File: src/rtl/dmem_arb_pkg.sv
// rtl/dmem_arb_pkg.sv - shared constants for the data-memory port arbiter
package dmem_arb_pkg;

    // Default data-memory geometry: 256 words x 64 bits
    localparam int DMEM_ADDR_W = 8;
    localparam int DMEM_DATA_W = 64;

    // Read-return owner encoding
    localparam logic [1:0] OWN_NONE = 2'd0;
    localparam logic [1:0] OWN_CPU  = 2'd1;
    localparam logic [1:0] OWN_HOST = 2'd2;

    // Arbiter states
    localparam logic [0:0] ARB_CPU_PRI    = 1'b0;
    localparam logic [0:0] ARB_HOST_FORCE = 1'b1;

endpackage

File: src/rtl/dmem_rd_tag.sv
// rtl/dmem_rd_tag.sv - one-cycle read-return tracker for the data-memory port
//
// Ports:
//   clk, rst            clock, asynchronous active-high reset
//   issue_valid         a read is issued to memory this cycle
//   issue_owner         requester that issued the read (OWN_*)
//   cpu_rvalid          registered pulse: returning data belongs to the CPU
//   host_rvalid         registered pulse: returning data belongs to the host
module dmem_rd_tag
    import dmem_arb_pkg::*;
(
    input  logic       clk,
    input  logic       rst,
    input  logic       issue_valid,
    input  logic [1:0] issue_owner,
    output logic       cpu_rvalid,
    output logic       host_rvalid
);

    logic       tag_valid;
    logic [1:0] tag_owner;

    // Reset discards any read in flight so no stale rvalid appears afterwards
    always_ff @(posedge clk or posedge rst) begin
        if (rst) begin
            tag_valid <= 1'b0;
            tag_owner <= OWN_NONE;
        end else begin
            tag_valid <= issue_valid;
            tag_owner <= issue_valid ? issue_owner : OWN_NONE;
        end
    end

    assign cpu_rvalid  = tag_valid & (tag_owner == OWN_CPU);
    assign host_rvalid = tag_valid & (tag_owner == OWN_HOST);

endmodule

File: src/rtl/dmem_port_arbiter.sv
// rtl/dmem_port_arbiter.sv - CPU/host arbiter for the single-port data memory
//
// Optional feature macro: DMEM_ARB_LOCK_EN (host burst lock via host_lock).
//
// Ports:
//   clk, rst                     clock, asynchronous active-high reset
//   cpu_req/we/addr/wdata        CPU MEM-stage access
//   cpu_stall                    CPU request not serviced this cycle
//   cpu_rvalid/rdata             CPU read return (one cycle after issue)
//   host_req/we/addr/wdata       host access, held until granted
//   host_gnt                     host request issued this cycle
//   host_rvalid/rdata            host read return (one cycle after issue)
//   host_lock                    hold port for host burst (lock build only)
//   mem_we/addr/wdata            memory command
//   mem_rdata                    memory read data, one cycle after address
module dmem_port_arbiter
    import dmem_arb_pkg::*;
#(
    parameter int ADDR_W        = DMEM_ADDR_W,
    parameter int DATA_W        = DMEM_DATA_W,
    parameter int HOST_MAX_WAIT = 3
) (
    input  logic              clk,
    input  logic              rst,
    input  logic              cpu_req,
    input  logic              cpu_we,
    input  logic [ADDR_W-1:0] cpu_addr,
    input  logic [DATA_W-1:0] cpu_wdata,
    output logic              cpu_stall,
    output logic              cpu_rvalid,
    output logic [DATA_W-1:0] cpu_rdata,
    input  logic              host_req,
    input  logic              host_we,
    input  logic [ADDR_W-1:0] host_addr,
    input  logic [DATA_W-1:0] host_wdata,
    output logic              host_gnt,
    output logic              host_rvalid,
    output logic [DATA_W-1:0] host_rdata,
    input  logic              host_lock,
    output logic              mem_we,
    output logic [ADDR_W-1:0] mem_addr,
    output logic [DATA_W-1:0] mem_wdata,
    input  logic [DATA_W-1:0] mem_rdata
);

    logic [0:0]        state, state_nxt;
    logic [3:0]        wait_cnt, wait_nxt;
    logic [ADDR_W-1:0] addr_hold;
    logic [DATA_W-1:0] wdata_hold;
    logic              lock_hold;
    logic              host_pri, host_granted, cpu_granted;
    logic              rd_issue;
    logic [1:0]        rd_owner;

`ifdef DMEM_ARB_LOCK_EN
    // Remembers whether the most recent grant went to the host
    logic last_host;

    always_ff @(posedge clk or posedge rst) begin
        if (rst) begin
            last_host <= 1'b0;
        end else if (host_granted) begin
            last_host <= 1'b1;
        end else if (cpu_granted) begin
            last_host <= 1'b0;
        end
    end

    assign lock_hold = host_lock & last_host;
`else
    logic unused_host_lock;
    assign unused_host_lock = host_lock;
    assign lock_hold        = 1'b0;
`endif

    always_comb begin
        host_pri     = (state == ARB_HOST_FORCE) | lock_hold;
        host_granted = host_req & (host_pri | ~cpu_req);
        cpu_granted  = cpu_req & ~host_granted;

        // A withdrawn or served host request restarts the starvation count
        wait_nxt = wait_cnt;
        if (!host_req || host_granted) begin
            wait_nxt = 4'd0;
        end else if (wait_cnt != 4'hF) begin
            wait_nxt = wait_cnt + 4'd1;
        end

        // Entering HOST_FORCE on the cycle the count reaches the limit gives
        // the host the port on the very next cycle
        state_nxt = state;
        if (host_granted) begin
            state_nxt = ARB_CPU_PRI;
        end else if (state == ARB_CPU_PRI && host_req &&
                     wait_nxt >= 4'(HOST_MAX_WAIT)) begin
            state_nxt = ARB_HOST_FORCE;
        end
    end

    always_ff @(posedge clk or posedge rst) begin
        if (rst) begin
            state      <= ARB_CPU_PRI;
            wait_cnt   <= 4'd0;
            addr_hold  <= '0;
            wdata_hold <= '0;
        end else begin
            state    <= state_nxt;
            wait_cnt <= wait_nxt;
            if (host_granted || cpu_granted) begin
                addr_hold  <= mem_addr;
                wdata_hold <= mem_wdata;
            end
        end
    end

    assign cpu_stall = cpu_req & ~cpu_granted;
    assign host_gnt  = host_granted;

    // Memory command follows the winner; address/data hold when idle
    always_comb begin
        mem_we    = 1'b0;
        mem_addr  = addr_hold;
        mem_wdata = wdata_hold;
        if (host_granted) begin
            mem_we    = host_we;
            mem_addr  = host_addr;
            mem_wdata = host_wdata;
        end else if (cpu_granted) begin
            mem_we    = cpu_we;
            mem_addr  = cpu_addr;
            mem_wdata = cpu_wdata;
        end
    end

    assign rd_issue = (host_granted & ~host_we) | (cpu_granted & ~cpu_we);
    assign rd_owner = host_granted ? OWN_HOST : (cpu_granted ? OWN_CPU : OWN_NONE);

    dmem_rd_tag u_rd_tag (
        .clk         (clk),
        .rst         (rst),
        .issue_valid (rd_issue),
        .issue_owner (rd_owner),
        .cpu_rvalid  (cpu_rvalid),
        .host_rvalid (host_rvalid)
    );

    assign cpu_rdata  = mem_rdata;
    assign host_rdata = mem_rdata;

endmodule

File: config.mk
export PLATFORM = sky130hd
export DESIGN_NAME = dmem_port_arbiter
export DESIGN_NICKNAME = d
export VERILOG_FILES = /design/src/rtl/dmem_arb_pkg.sv /design/src/rtl/dmem_rd_tag.sv /design/src/rtl/dmem_port_arbiter.sv
export SDC_FILE = /design/constraint.sdc
export NUM_CORES = 1
export LEC_CHECK = 0
export CORE_AREA = 2 2 161 163
export DETAILED_ROUTE_END_ITERATION = 7
export DIE_AREA = 0 0 163 165
export SYNTH_ARGS = -nofsm -noshare
export SYNTH_HDL_FRONTEND = slang
export SYNTH_SLANG_ARGS = --single-unit
export TNS_END_PERCENT = 100
File: constraint.sdc
create_clock -name clk -period 3.3 [get_ports clk]
set_input_delay 0.33 -clock clk [delete_from_list [all_inputs] [get_ports clk]]
set_output_delay 0.33 -clock clk [all_outputs]
set_load 0.03 [all_outputs]
* Yosys cells after proc, flatten, opt, wreduce, memory -nomap -nowiden
Index checks and enable logic that the tools add are counted.
** Storage, ports and cells
- Input port bits :: 215
- Flip-flop bits (word level) :: 80
** Operators by class
- Eq/ne operators :: 3
- Bitwise gates (word level) :: 15
- Add/sub/neg operators :: 1
- Muxes and demuxes :: 13
- Reductions and logical operators :: 6
- Order comparisons :: 1
** Operators with widths (number)
- 2-to-1 mux 64 bit :: 2
- 2-to-1 mux 8 bit :: 2
- 2-to-1 mux 4 bit :: 2
- AND 1 bit :: 7
- inverter 1 bit :: 6
- 2-to-1 mux 1 bit :: 5
- adder 4 x 1 -> 4 bit (second input constant) :: 1
- greater-or-equal comparator 4 x 2 -> 1 bit (second input constant) :: 1
- 2-to-1 mux 2 bit :: 2
- != test 4 bit (second input constant) :: 1
- equality test 2 x 1 -> 1 bit (second input constant) :: 1
- equality test 2 bit (second input constant) :: 1
- logical AND 1 bit :: 2
- logical OR 1 bit :: 2
- OR 1 bit :: 2
- nonzero test 2 bit :: 1
- zero test 1 bit :: 1

* Logic depth before layout (Yosys ltp)
- Depth in word-level cells :: 9
- Gate-level depth with buffers :: 7

* Hierarchy
Synthesis repeated with hierarchy kept, for this count alone.
** Unflattened totals
- Cell total of the unflattened synthesis :: 575
- Area total of the unflattened synthesis :: 5292.6 sq um
** Modules (own cells, without submodules)
- dmem_port_arbiter :: area an instance 5183.7 sq um, cells each 567, instances 1
- dmem_rd_tag :: area an instance 108.9 sq um, cells each 8, instances 1

* Worst setup path after synthesis
Ideal clock, no wire load.
- Kind :: register to output
- Start :: register state (netlist: host_pri)
- End :: output port mem_addr[0]
- Data arrival time :: 1.414 ns
- Setup slack :: 1.556 ns
- Cell stages (with the launch flop) :: 7
- Cell sequence :: dfrtp_1 nand2b_4 nand2_4 inv_2 buf_4 buf_4 o21ai_1
** On the way
- Word-level cells in the longest chain between the ends :: 6
** RTL lines
- start, declared :: RTL line dmem_port_arbiter.sv:46 : logic [0:0] state, state_nxt;
- start signal, assigned :: RTL line dmem_port_arbiter.sv:107 : state <= state_nxt;
- OR 1 bit (*) :: RTL line dmem_port_arbiter.sv:78 : host_granted = host_req & (host_pri | ~cpu_req);
- AND 1 bit (*) :: RTL line dmem_port_arbiter.sv:78
- inverter 1 bit :: RTL line dmem_port_arbiter.sv:79 : cpu_granted = cpu_req & ~host_granted;
- AND 1 bit :: RTL line dmem_port_arbiter.sv:79
- 2-to-1 mux 8 bit :: RTL line dmem_port_arbiter.sv:128 : end else if (cpu_granted) begin
- 2-to-1 mux 8 bit (*) :: RTL line dmem_port_arbiter.sv:124 : if (host_granted) begin
- end, declared :: RTL line dmem_port_arbiter.sv:41 : output logic [ADDR_W-1:0] mem_addr,
Every way passes the cells marked *; elsewhere a longest branch is shown, timed or not.

* Worst setup path after layout
- Start :: register state (netlist: host_pri)
- End :: output port mem_wdata[51]
** On the way
- Word-level cells in the longest chain between the ends :: 6
** RTL lines
- OR 1 bit (*) :: RTL line dmem_port_arbiter.sv:78
- AND 1 bit (*) :: RTL line dmem_port_arbiter.sv:78
- inverter 1 bit :: RTL line dmem_port_arbiter.sv:79
- AND 1 bit :: RTL line dmem_port_arbiter.sv:79
- 2-to-1 mux 64 bit :: RTL line dmem_port_arbiter.sv:128
- 2-to-1 mux 64 bit (*) :: RTL line dmem_port_arbiter.sv:124
- end, declared :: RTL line dmem_port_arbiter.sv:42 : output logic [DATA_W-1:0] mem_wdata,
Marks and branches as above.

==> results_dict.tcl <==
set metrics [dict create \
    dp_hpwl_um 11100 \
    path_common_cell "buf_4" \
    cp-end-kind "output port" \
    initial_core_util_pct 21.1 \
    min_path_type "in2reg" \
    diodes 0 \
    grt-ovfl-total 0 \
    clock-sinks 80 \
    wl_met2_um 7520 \
    drt_pass1_iterations 4 \
    die_h_um 165 \
    crit_arrival_ps 2100 \
    antenna_found_initial 1 \
    portBuffers 226 \
    cts_hold_buf 0 \
    gp_congestion 0.739 \
    internal_power_mw 2.23 \
    top_layer_used "met5" \
    total_leakage_power_nw 3.00 \
    fp.coreArea_um2 25000 \
    drv_slew 0 \
    power_frac_seq_pct 34.1 \
    synth.ff_latch_count 80 \
    fin_nets 866 \
    avgSynthCellArea_um2 9.18 \
    grt_pass1_vias 4134 \
    synthCells 574 \
    io_pins 420 \
    clk_latency_ps 340 \
    wl_um 16400 \
    placementRows 58 \
    whs_ps 275 \
    wl_met1_um 6960 \
    period_needed_ps 2430 \
    required_ps 2970 \
    dieArea_um2 26900 \
    route.detailed.drc 0 \
    syn2layout_area_growth_pct 33.0 \
    drv_cap 0 \
    path_max_fanout 57 \
    cts-root-buf "clkbuf_16" \
    yosys_warnings 0 \
    cp_cell_sequence "nand2b_4 -> nand2_4 -> inv_4 -> buf_4 -> o21ai_1 -> buf_4" \
    wl_met3_um 1270 \
    grt_max_degree 81 \
    skew_ps 7.21 \
    fill_cells 2664 \
    cts_buffers 9 \
    h-tree-depth 3 \
    peakVddDrop_mv 0.260 \
    hold_viol 0 \
    p_comb_share_pct 32.4 \
    grt_pass1_wl_um 23800 \
    power_frac_clock_pct 33.5 \
    avgRoutedWirePerCell_um 16.7 \
    slew_headroom_pct 53.3 \
    drive_above_1_share_pct 15.7 \
    p_sw_mw 1.08 \
    syn_nets 790 \
    synth_top_area_share_pct 38.0 \
    fp.dieW_um 163 \
    finalCritPeriodShare_pct 73.7 \
    cts-resized-gates 0 \
    fmax_mhz 411 \
    power_density_nw_per_um2 472 \
    slowest_stage "inv_4" \
    avgViaCountPerCell 4.31 \
    ant_nets 0 \
    post_cts_buffers 0 \
    ys_seq_area_share_pct 38.0 \
    switching_share_pct 32.5 \
    vias 4239 \
    grt_util_all_layers_pct 11.7 \
    cts_buffer_depth 2 \
    first_iter_violations 240 \
    utilization_pct 28.0 \
    outcome "complete, no violations" \
    slowest_delay_ps 460 \
    setup-violations-final 0 \
    rsz0062_at_grt "false" \
    worst_slew_pin_slew_ps 701 \
    tns_ps 0 \
    synth_top_area_cell "dfrtp_1" \
    setup.worst_path.start_class "register" \
    clk_pin_slew_worst_paths_ps 70 \
    synth_area_leaders "dfrtp_1 (38%), buf_4 (19%), mux2i_1 (14%)" \
    yosysUniqueCellTypes 28 \
    synth.cell_area_um2 5270 \
    worstSetupPathType "reg2out" \
    cts_tree "done" \
]
power by group through the flow:
| stage | logic, mW | clock network (mW) | registers (mW) |
|---|---|---|---|
| floorplan | 0.898 | 0 | 1.14 |
| global placement | 1.08 | 0 | 1.15 |
| detailed placement | 1.09 | 0 | 1.15 |
| CTS | 1.09 | 1.17 | 1.13 |
| global route | 1.15 | 1.20 | 1.14 |
| finish | 1.07 | 1.11 | 1.13 |
path summary, 6_finish.rpt:
| check | cells past startpoint | slack, ps | end | from |
|---|---|---|---|---|
| setup / recovery | 6 | 870 | mem_wdata[51] | host_pri |
| hold / removal | 3 | 280 | u_rd_tag.tag_owner[0] | cpu_req |
| setup reg to reg | 5 | 1580 | wdata_hold[47] | host_pri |
| hold reg to reg | 1 | 530 | u_rd_tag.tag_owner[0] | host_pri |
| max in group asynchronous | 3 | 2520 | u_rd_tag.tag_owner[1] | rst |
| min in group asynchronous | 3 | 410 | addr_hold[5] | rst |
sequential cells by signal, indices dropped and copies added (netlist names):
register / cells
addr_hold: 8
u_rd_tag.tag_owner: 2
u_rd_tag.tag_valid: 1
wait_cnt: 4
host_pri: 1
wdata_hold: 64
per-layer routing:
metal,vias to the layer above,track usage (%)
met5,-,0
met4,2,6.72
met3,82,3.09
met2,169,18.6
met1,1952,14.3
li1,2034,-
cells in the mapped netlist, drive strengths merged:
master  number
o21ai      146
a21boi       1
dfrtp       80
nand2b       2
ha           1
buf        169
xnor2        1
nor2b        1
nor3b        1
a211oi       2
nor2         7
nor3         1
o21bai       1
nand3b       1
inv          4
and3b        1
o41a         1
a31oi        1
mux2i       73
nand2        6
nand3       74
worst max-delay path, delay by kind of cell, from the launching register on:
kind / cells / cell delay [ps]
buffers and inverters: 3 / 1000
flip-flops: 1 / 390
AND/OR/NAND/NOR: 2 / 240
AO/OA/AOI/OAI: 1 / 110
cells in the final DEF, fill, tap and decap left out:
cell type          n
a211oi_1           2
a21boi_0           1
a31oi_1            1
and3b_1            1
buf_12            10
buf_2              1
buf_4             73
bufinv_16          2
clkbuf_1           1
clkbuf_16          9
clkdlybuf4s50_1  150
clkinv_2           2
clkinvlp_4         1
dfrtp_1           80
ha_1               1
inv_1              1
inv_2              1
inv_4              1
inv_6              1
mux2i_1           73
nand2_1            5
nand2_4            1
nand2b_1           1
nand2b_4           1
nand3_1           74
nand3b_1           1
nor2_1             7
nor2b_1            1
nor3_1             1
nor3b_1            1
o21ai_0            7
o21ai_1          139
o21bai_1           1
o41a_1             1
xnor2_1            1
cell families after synthesis:
logic type	Yosys count	synth area share (%)
xor+xnor	1	0.166
flops	80	38.0
mux	73	13.9
fa+ha+maj	1	0.237
compound gates	152	14.8
simple gates	94	9.14
buf+inv	173	23.9
stage by stage:
stage / power, mW / setup WS, ps / area, um^2 / cells
final: 3.31 / 867 / 7010 / 984
after global routing: 3.50 / 660 / 7010 / 984
after CTS: 3.39 / 796 / 7010 / 984
after detailed placement: 2.24 / 1140 / 6700 / 969
after global placement: 2.23 / 1150 / 6700 / 969
after floorplan: 2.04 / 918 / 5270 / 574
layout make-up:
cell class	instances	area (um^2)	share of cell area, %
clock buffers	10	229	3.27
flip-flops and latches	80	2000	28.6
multi-input cells	321	2010	28.7
repair buffers	234	2250	32.2
inverters	4	18.8	0.268
clock inverters	5	81.3	1.16
well taps	330	413	5.89
(Power assumes the default switching activity.)
